### config.mk
export PLATFORM = sky130hd
export DESIGN_NAME = trsq_pc_seq_flat
export DESIGN_NICKNAME = d
export VERILOG_FILES = /design/src/rtl/trsq_pc_seq_if.sv /design/src/rtl/trsq_pc_seq.sv /design/src/flat_wrapper.sv
export SDC_FILE = /design/constraint.sdc
export NUM_CORES = 1
export LEC_CHECK = 0
export BUFFER_PORTS_ARGS = -buffer_cell sky130_fd_sc_hd__buf_2
export CAP_MARGIN = 20
export CORE_AREA = 4 4 126 128
export CTS_CLUSTER_DIAMETER = 100
export DETAILED_ROUTE_END_ITERATION = 10
export DIE_AREA = 0 0 130 132
export PLACE_DENSITY_LB_ADDON = 0.3
export SYNTH_ARGS = -nofsm -noshare
export SYNTH_HDL_FRONTEND = slang
export SYNTH_SLANG_ARGS = --single-unit
export TNS_END_PERCENT = 10
### constraint.sdc
create_clock -name clk_ip -period 5.32 [get_ports clk_ip]
set_input_delay 0.532 -clock clk_ip [delete_from_list [all_inputs] [get_ports clk_ip]]
set_output_delay 0.532 -clock clk_ip [all_outputs]
set_load 0.01 [all_outputs]
### src/rtl/trsq_pc_seq_if.sv
// Decoder-to-sequencer bundle for the TRSQ program-counter sequencer.
// The decoder side drives strobes and IRQ lines; the sequencer drives PC and status.
interface trsq_pc_seq_if #(
   parameter int ADDR_W      = 13,
   parameter int STACK_DEPTH = 4,
   parameter int NUM_IRQ     = 4
);
   localparam int DEPTH_W = $clog2(STACK_DEPTH + 1);

   logic                halt_ip;
   logic                jmp_ip;
   logic [ADDR_W-1:0]   jmp_addr_ip;
   logic                skip_ip;
   logic                call_ip;
   logic                ret_ip;
   logic                reti_ip;
   logic [NUM_IRQ-1:0]  irq_ip;
   logic [NUM_IRQ-1:0]  irq_mask_ip;
   logic                clr_err_ip;
   logic [ADDR_W-1:0]   pc_op;
   logic [NUM_IRQ-1:0]  irq_ack_op;
   logic [NUM_IRQ-1:0]  in_service_op;
   logic [DEPTH_W-1:0]  depth_op;
   logic                stack_ovf_op;
   logic                stack_unf_op;

   modport master (
      output halt_ip, jmp_ip, jmp_addr_ip, skip_ip, call_ip, ret_ip, reti_ip,
             irq_ip, irq_mask_ip, clr_err_ip,
      input  pc_op, irq_ack_op, in_service_op, depth_op, stack_ovf_op, stack_unf_op
   );

   modport slave (
      input  halt_ip, jmp_ip, jmp_addr_ip, skip_ip, call_ip, ret_ip, reti_ip,
             irq_ip, irq_mask_ip, clr_err_ip,
      output pc_op, irq_ack_op, in_service_op, depth_op, stack_ovf_op, stack_unf_op
   );
endinterface

### src/rtl/trsq_pc_seq.sv
// TRSQ program-counter sequencer: fetch, jump, skip, halt, call/return and
// vectored, prioritised, nestable interrupts sharing one hardware return stack.
module trsq_pc_seq #(
   parameter int ADDR_W      = 13,
   parameter int STACK_DEPTH = 4,
   parameter int NUM_IRQ     = 4,
   parameter int VEC_BASE    = 4,
   parameter int VEC_STRIDE  = 4
) (
   input  logic            clk_ip,
   input  logic            reset_n_ip,
   trsq_pc_seq_if.slave    bus
);
   localparam int DEPTH_W = $clog2(STACK_DEPTH + 1);
   localparam logic [DEPTH_W-1:0] FULL_D = DEPTH_W'(STACK_DEPTH);

   typedef logic [ADDR_W-1:0] addr_t;

   addr_t               pc;
   addr_t               stack_mem [STACK_DEPTH];
   logic [DEPTH_W-1:0]  depth;
   logic [NUM_IRQ-1:0]  irq_prev;
   logic [NUM_IRQ-1:0]  pend;
   logic [NUM_IRQ-1:0]  in_service;
   logic [NUM_IRQ-1:0]  irq_ack;
   logic                stack_ovf;
   logic                stack_unf;

   logic [NUM_IRQ-1:0]  irq_rise;
   logic [NUM_IRQ-1:0]  irq_oh;
   logic [NUM_IRQ-1:0]  take_oh;
   logic [NUM_IRQ-1:0]  isr_lowest;
   logic [NUM_IRQ-1:0]  isr_clr;
   logic                irq_found;
   logic                blocked;
   logic                stk_full;
   logic                stk_empty;
   logic                push;
   logic                pop;
   logic                set_ovf;
   logic                set_unf;
   addr_t               pc_inc1;
   addr_t               pc_inc2;
   addr_t               pc_nxt;
   addr_t               pop_val;
   addr_t               irq_vec;

   function automatic addr_t vec_addr(input int ch);
      return addr_t'(VEC_BASE + ch * VEC_STRIDE);
   endfunction

   always_comb begin
      irq_rise   = bus.irq_ip & ~irq_prev;
      stk_full   = (depth == FULL_D);
      stk_empty  = (depth == '0);
      pc_inc1    = pc + addr_t'(1);
      pc_inc2    = pc + addr_t'(2);
      isr_lowest = in_service & (~in_service + NUM_IRQ'(1));

      pop_val = '0;
      for (int k = 0; k < STACK_DEPTH; k++) begin
         if (depth == DEPTH_W'(k + 1)) pop_val = stack_mem[k];
      end

      // A channel is eligible only if it outranks every channel already in service.
      irq_found = 1'b0;
      blocked   = 1'b0;
      irq_oh    = '0;
      irq_vec   = '0;
      for (int i = 0; i < NUM_IRQ; i++) begin
         blocked = blocked | in_service[i];
         if (!irq_found && !blocked && pend[i] && bus.irq_mask_ip[i]) begin
            irq_found = 1'b1;
            irq_oh[i] = 1'b1;
            irq_vec   = vec_addr(i);
         end
      end

      pc_nxt  = pc_inc1;
      push    = 1'b0;
      pop     = 1'b0;
      take_oh = '0;
      set_ovf = 1'b0;
      set_unf = 1'b0;
      isr_clr = '0;
      if (bus.jmp_ip) begin
         pc_nxt = bus.jmp_addr_ip;
      end else if (bus.call_ip) begin
         pc_nxt = bus.jmp_addr_ip;
         if (stk_full) set_ovf = 1'b1;
         else          push    = 1'b1;
      end else if (bus.ret_ip || bus.reti_ip) begin
         if (bus.reti_ip) isr_clr = isr_lowest;
         if (stk_empty) begin
            set_unf = 1'b1;
         end else begin
            pop    = 1'b1;
            pc_nxt = pop_val;
         end
      end else if (bus.skip_ip) begin
         pc_nxt = pc_inc2;
      end else if (irq_found && !stk_full) begin
         push    = 1'b1;
         take_oh = irq_oh;
         pc_nxt  = irq_vec;
      end else if (bus.halt_ip) begin
         pc_nxt = pc;
      end
   end

   always_ff @(posedge clk_ip or negedge reset_n_ip) begin
      if (!reset_n_ip) begin
         pc         <= '0;
         depth      <= '0;
         irq_prev   <= '0;
         pend       <= '0;
         in_service <= '0;
         irq_ack    <= '0;
         stack_ovf  <= 1'b0;
         stack_unf  <= 1'b0;
      end else begin
         pc         <= pc_nxt;
         irq_prev   <= bus.irq_ip;
         pend       <= (pend & ~take_oh) | irq_rise;
         in_service <= (in_service & ~isr_clr) | take_oh;
         irq_ack    <= take_oh;
         stack_ovf  <= set_ovf | (stack_ovf & ~bus.clr_err_ip);
         stack_unf  <= set_unf | (stack_unf & ~bus.clr_err_ip);
         if (push)     depth <= depth + DEPTH_W'(1);
         else if (pop) depth <= depth - DEPTH_W'(1);
      end
   end

   // Return-stack storage holds data only; occupancy is tracked by depth.
   always_ff @(posedge clk_ip) begin
      for (int k = 0; k < STACK_DEPTH; k++) begin
         if (push && depth == DEPTH_W'(k)) stack_mem[k] <= pc_inc1;
      end
   end

   assign bus.pc_op         = pc;
   assign bus.irq_ack_op    = irq_ack;
   assign bus.in_service_op = in_service;
   assign bus.depth_op      = depth;
   assign bus.stack_ovf_op  = stack_ovf;
   assign bus.stack_unf_op  = stack_unf;
endmodule
### src/flat_wrapper.sv
// flat-port wrapper written by rule: the top's interface ports become plain ports
module trsq_pc_seq_flat 
#(
   parameter int ADDR_W      = 13,
   parameter int STACK_DEPTH = 4,
   parameter int NUM_IRQ     = 4,
   parameter int VEC_BASE    = 4,
   parameter int VEC_STRIDE  = 4
)
  (clk_ip, reset_n_ip, bus_halt_ip, bus_jmp_ip, bus_jmp_addr_ip, bus_skip_ip, bus_call_ip, bus_ret_ip, bus_reti_ip, bus_irq_ip, bus_irq_mask_ip, bus_clr_err_ip, bus_pc_op, bus_irq_ack_op, bus_in_service_op, bus_depth_op, bus_stack_ovf_op, bus_stack_unf_op);
  trsq_pc_seq_if #(.ADDR_W(ADDR_W), .STACK_DEPTH(STACK_DEPTH), .NUM_IRQ(NUM_IRQ)) bus_i ();
  input  logic clk_ip;
  input  logic reset_n_ip;
  input wire logic [$bits(bus_i.halt_ip)-1:0] bus_halt_ip;
  input wire logic [$bits(bus_i.jmp_ip)-1:0] bus_jmp_ip;
  input wire logic [$bits(bus_i.jmp_addr_ip)-1:0] bus_jmp_addr_ip;
  input wire logic [$bits(bus_i.skip_ip)-1:0] bus_skip_ip;
  input wire logic [$bits(bus_i.call_ip)-1:0] bus_call_ip;
  input wire logic [$bits(bus_i.ret_ip)-1:0] bus_ret_ip;
  input wire logic [$bits(bus_i.reti_ip)-1:0] bus_reti_ip;
  input wire logic [$bits(bus_i.irq_ip)-1:0] bus_irq_ip;
  input wire logic [$bits(bus_i.irq_mask_ip)-1:0] bus_irq_mask_ip;
  input wire logic [$bits(bus_i.clr_err_ip)-1:0] bus_clr_err_ip;
  output wire logic [$bits(bus_i.pc_op)-1:0] bus_pc_op;
  output wire logic [$bits(bus_i.irq_ack_op)-1:0] bus_irq_ack_op;
  output wire logic [$bits(bus_i.in_service_op)-1:0] bus_in_service_op;
  output wire logic [$bits(bus_i.depth_op)-1:0] bus_depth_op;
  output wire logic [$bits(bus_i.stack_ovf_op)-1:0] bus_stack_ovf_op;
  output wire logic [$bits(bus_i.stack_unf_op)-1:0] bus_stack_unf_op;
  assign bus_i.halt_ip = bus_halt_ip;
  assign bus_i.jmp_ip = bus_jmp_ip;
  assign bus_i.jmp_addr_ip = bus_jmp_addr_ip;
  assign bus_i.skip_ip = bus_skip_ip;
  assign bus_i.call_ip = bus_call_ip;
  assign bus_i.ret_ip = bus_ret_ip;
  assign bus_i.reti_ip = bus_reti_ip;
  assign bus_i.irq_ip = bus_irq_ip;
  assign bus_i.irq_mask_ip = bus_irq_mask_ip;
  assign bus_i.clr_err_ip = bus_clr_err_ip;
  assign bus_pc_op = bus_i.pc_op;
  assign bus_irq_ack_op = bus_i.irq_ack_op;
  assign bus_in_service_op = bus_i.in_service_op;
  assign bus_depth_op = bus_i.depth_op;
  assign bus_stack_ovf_op = bus_i.stack_ovf_op;
  assign bus_stack_unf_op = bus_i.stack_unf_op;
  trsq_pc_seq #(.ADDR_W(ADDR_W), .STACK_DEPTH(STACK_DEPTH), .NUM_IRQ(NUM_IRQ), .VEC_BASE(VEC_BASE), .VEC_STRIDE(VEC_STRIDE)) u_core (.clk_ip(clk_ip), .reset_n_ip(reset_n_ip), .bus(bus_i));
endmodule
==> summary.md <==
| Metric | Value |
|---|---|
| Outcome | finished clean |
| Worst IR Drop VDD | 0.172 mV |
| Synthesis Warnings | 0 |
| Fin Setup TNS | 0 ns |
| Root buffer selected by CTS | clkbuf_16 |
| Filler Cells Inserted | between 1500 and 2000 |
| CTS tree | yes |
| Syn Nets | between 400 and 500 |
| Post-synth cell types | a little under 70 |
| Ys async rst share | 0.395 |
| Die area | 0.0172 mm^2 |
| Starting Density | 0.294 |
| Util after Layout | 0.344 |
| Post-CTS Resized | 0 |
| Clock Latency Late Sink | 0.34 ns |
| Post-Syn Area per Cell | 11.3 um^2 |
| Largest net degree at the start of global routing | 35 |
| Reg2reg path depth | 6 |
| Hold_buf cts | 0 |
| Max-cap check violation count | 0 |
| Data arrival, critical path | 3.20 ns |
| Final ANT Viol Nets | 0 |
| Critical Path End Type | register |
| Initial antenna violation count | 0 |
| GR Overflow Total | 0 |
| Worst Path Required | 5.27 ns |
| Vias per cell | 5.17 |
| Crit Path Class | reg2reg |
| Most common cell after layout, fill and taps aside | buf_2 |
| Global-route usage over all layers | 0.132 |
| CTS max path bufs | 2 |
| Synth-to-Final Area Change | 17.0% |
| Cells after Synth | 387 |
| Worst-path cell chain | inv_1 -> ha_1 -> and2_1 -> nor3_1 -> a21oi_4 -> nor3b_2 |
| Buffers and inverters on the worst path | 1 |
| F_max | around 0.3 GHz |
| Post-DP HPWL | 8230 um |
| Reg2reg end | u_core.stack_mem[1][8]$_DFFE_PP_ |
| Worst Tran Pin Value | roughly 1.0 ns |
| Flop-to-flop setup slack | 2.07 ns |
| Final Wtd Congestion | 0.877 |
| Pwr per Cell Area | between 400 and 500 mW/mm^2 |
| Crit path launch type | register |
| RSZ-0062 raised after global routing | no |
| Final nets | 474 |
| Sequential area share after synthesis | 0.552 |
| Lkg Pwr | 1.99 nW |
| Vert. Die Dim | 132 um |
| Main synth FF type | edfxtp_1 |
| First-pass GRT wire length | roughly 18000 um |
| Post-synthesis cell area | 0.00437 mm^2 |
| Post-CTS setup buffer count | 0 |
| Synth Register Bits | 86 |
| DIE WIDTH | 130 um |
| Worst-path clk slew | 0.06 ns |
| HP Class | in2async |
| Clk sinks | 86 |
| Minimum clock period | 3.25 ns |
| Vias in the first global route | 3149 |
| Max Slew Vio Count | 0 |
| CP max stage cell | nor3b_2 |
| Most frequent cells in the layout | buf_2, edfxtp_1, nand2_1 |
| Crit path largest cell delay | 0.83 ns |
| Num rows | 45 |
| Worst slew margin | 0.322 |
| Period Utilization, post-route | 0.610 |
| # setup viols final | 0 |
| Clock buffer count from CTS | 9 |
| Crit-path max FO | 24 |
| DRT Wirelength | ~11000 um |
| Final worst setup slack | 2.07 ns |
| Critical R2R Launch | u_core.bus.depth_op[0]$_DFFE_PN0P_ |
| Core ar. | about 0.015 mm^2 |
| Ports | between 50 and 60 |
| DRT iter0 DRCs | 345 |
| Drt first pass iters | 6 |
| Remaining DRCs | 0 |
| DP Worst Slack | roughly 2.0 ns |
| Final Skew | 0.00960 ns |
| Post-DR wirelength/cell | 17.6 um |
| Gate family responsible for the most delay along the worst path | simple AND/OR/NAND/NOR gates |
| H-tree depth | 3 |
| Share of cells above drive strength 1 | 0.215 |
| Antenna diodes | 0 |
| EDFF count, synth | 52 |
| Fin. Hold Viols | 0 |
| Vias | between 3000 and 4000 |
| Port bufs | 55 |
-- registers in the layout, indices dropped and copies added, names as in the netlist --
| register | cells |
|---|---|
| u_core.bus.stack_ovf_op | 1 |
| u_core.pend | 4 |
| u_core.bus.stack_unf_op | 1 |
| u_core.irq_prev | 4 |
| u_core.bus.irq_ack_op | 4 |
| u_core.bus.in_service_op | 4 |
| u_core.stack_mem | 52 |
| u_core.bus.depth_op | 3 |
| u_core.bus.pc_op | 13 |
-- where the power goes --
group          switching (mW)  total (mW)  leakage [nW]  internal [mW]
sequential             0.0968       0.904         0.879          0.808
clock                   0.258       0.576         0.131          0.319
combinational           0.454       0.730         0.980          0.276
-- per-layer routing --
| metal | share of wire | track usage |
|---|---|---|
| met5 | 0 | 0 |
| met4 | 0.015 | 0.0358 |
| met3 | 0.052 | 0.0320 |
| met2 | 0.49 | 0.207 |
| met1 | 0.45 | 0.183 |
-- cell type report --
class	count	area, um^2	share of cell area
inverter	21	78.8	0.0154
timing repair buffer	58	302	0.0590
sequential	86	2410	0.472
multi-input combinational	260	1800	0.353
clock buffer	10	229	0.0448
tap	188	235	0.0461
clock inverter	6	46.3	0.00906
-- synth_stat cells, types with 3 or more instances --
master	instances	area (um^2)
nor3_1	12	60.1
mux2i_1	4	40.0
xnor2_1	11	96.3
buf_2	3	15.0
o21ai_1	8	40.0
o21ai_0	9	45.0
a21oi_1	10	50.1
and3_1	3	18.8
xor2_1	11	96.3
edfxtp_1	52	1560
nor2_1	24	90.1
o31ai_1	5	37.5
clkbuf_1	15	56.3
ha_1	8	100
o22ai_1	6	37.5
dfrtp_1	34	851
a221oi_1	18	158
inv_1	20	75.1
nand2b_1	3	18.8
nand3_1	8	40.0
a31oi_1	4	25.0
a2111oi_0	3	26.3
a22o_1	6	52.6
nand4_1	4	25.0
a22oi_1	4	30.0
nand2_1	46	173
a211oi_1	6	45.0
-- worst max path at each step --
| stage | from | end | slack, ns | cells after the start |
|---|---|---|---|---|
| global placement | u_core.bus.depth_op[0]$_DFFE_PN0P_ | u_core.stack_mem[1][8]$_DFFE_PP_ | 2.20 | 6 |
| global route | u_core.bus.depth_op[0]$_DFFE_PN0P_ | u_core.stack_mem[1][4]$_DFFE_PP_ | 1.78 | 6 |
| finish | u_core.bus.depth_op[0]$_DFFE_PN0P_ | u_core.stack_mem[1][8]$_DFFE_PP_ | 2.07 | 6 |
| CTS | u_core.bus.depth_op[0]$_DFFE_PN0P_ | u_core.stack_mem[1][7]$_DFFE_PP_ | 2.02 | 6 |
| detailed placement | u_core.bus.depth_op[0]$_DFFE_PN0P_ | u_core.stack_mem[1][8]$_DFFE_PP_ | 2.02 | 6 |
| floorplan | bus_skip_ip | u_core.stack_mem[1][0]$_DFFE_PP_ | 2.42 | 4 |
-- kinds of logic after synthesis --
logic type      Yosys count  synth area share
fa+ha+maj                 8            0.0229
flops                    86             0.552
simple gates            123             0.147
buf+inv                  41            0.0378
compound gates          103             0.187
mux                       4           0.00917
xor+xnor                 22            0.0441
-- metrics by stage --
stage | hold slack [ns] | instance area [um^2] | power (mW) | instances
2_1_floorplan | 0.236 | 4370 | 1.41 | 387
3_3_place_gp | 0.395 | 4820 | 1.63 | 612
3_5_place_dp | 0.401 | 4820 | 1.65 | 612
4_1_cts | 0.294 | 5100 | 2.23 | 628
5_1_grt | 0.303 | 5110 | 2.35 | 629
6_report | 0.279 | 5110 | 2.21 | 629
-- worst reg2reg max path, delay by kind of cell (launching register included) --
family | cells | cell delay [ns]
adder cells (fa/ha/maj) | 1 | 0.51
buffers and inverters | 1 | 0.12
AO/OA/AOI/OAI | 1 | 0.16
flip-flops | 1 | 0.39
AND/OR/NAND/NOR | 3 | 1.70
Power figures use the tool's default switching activity.
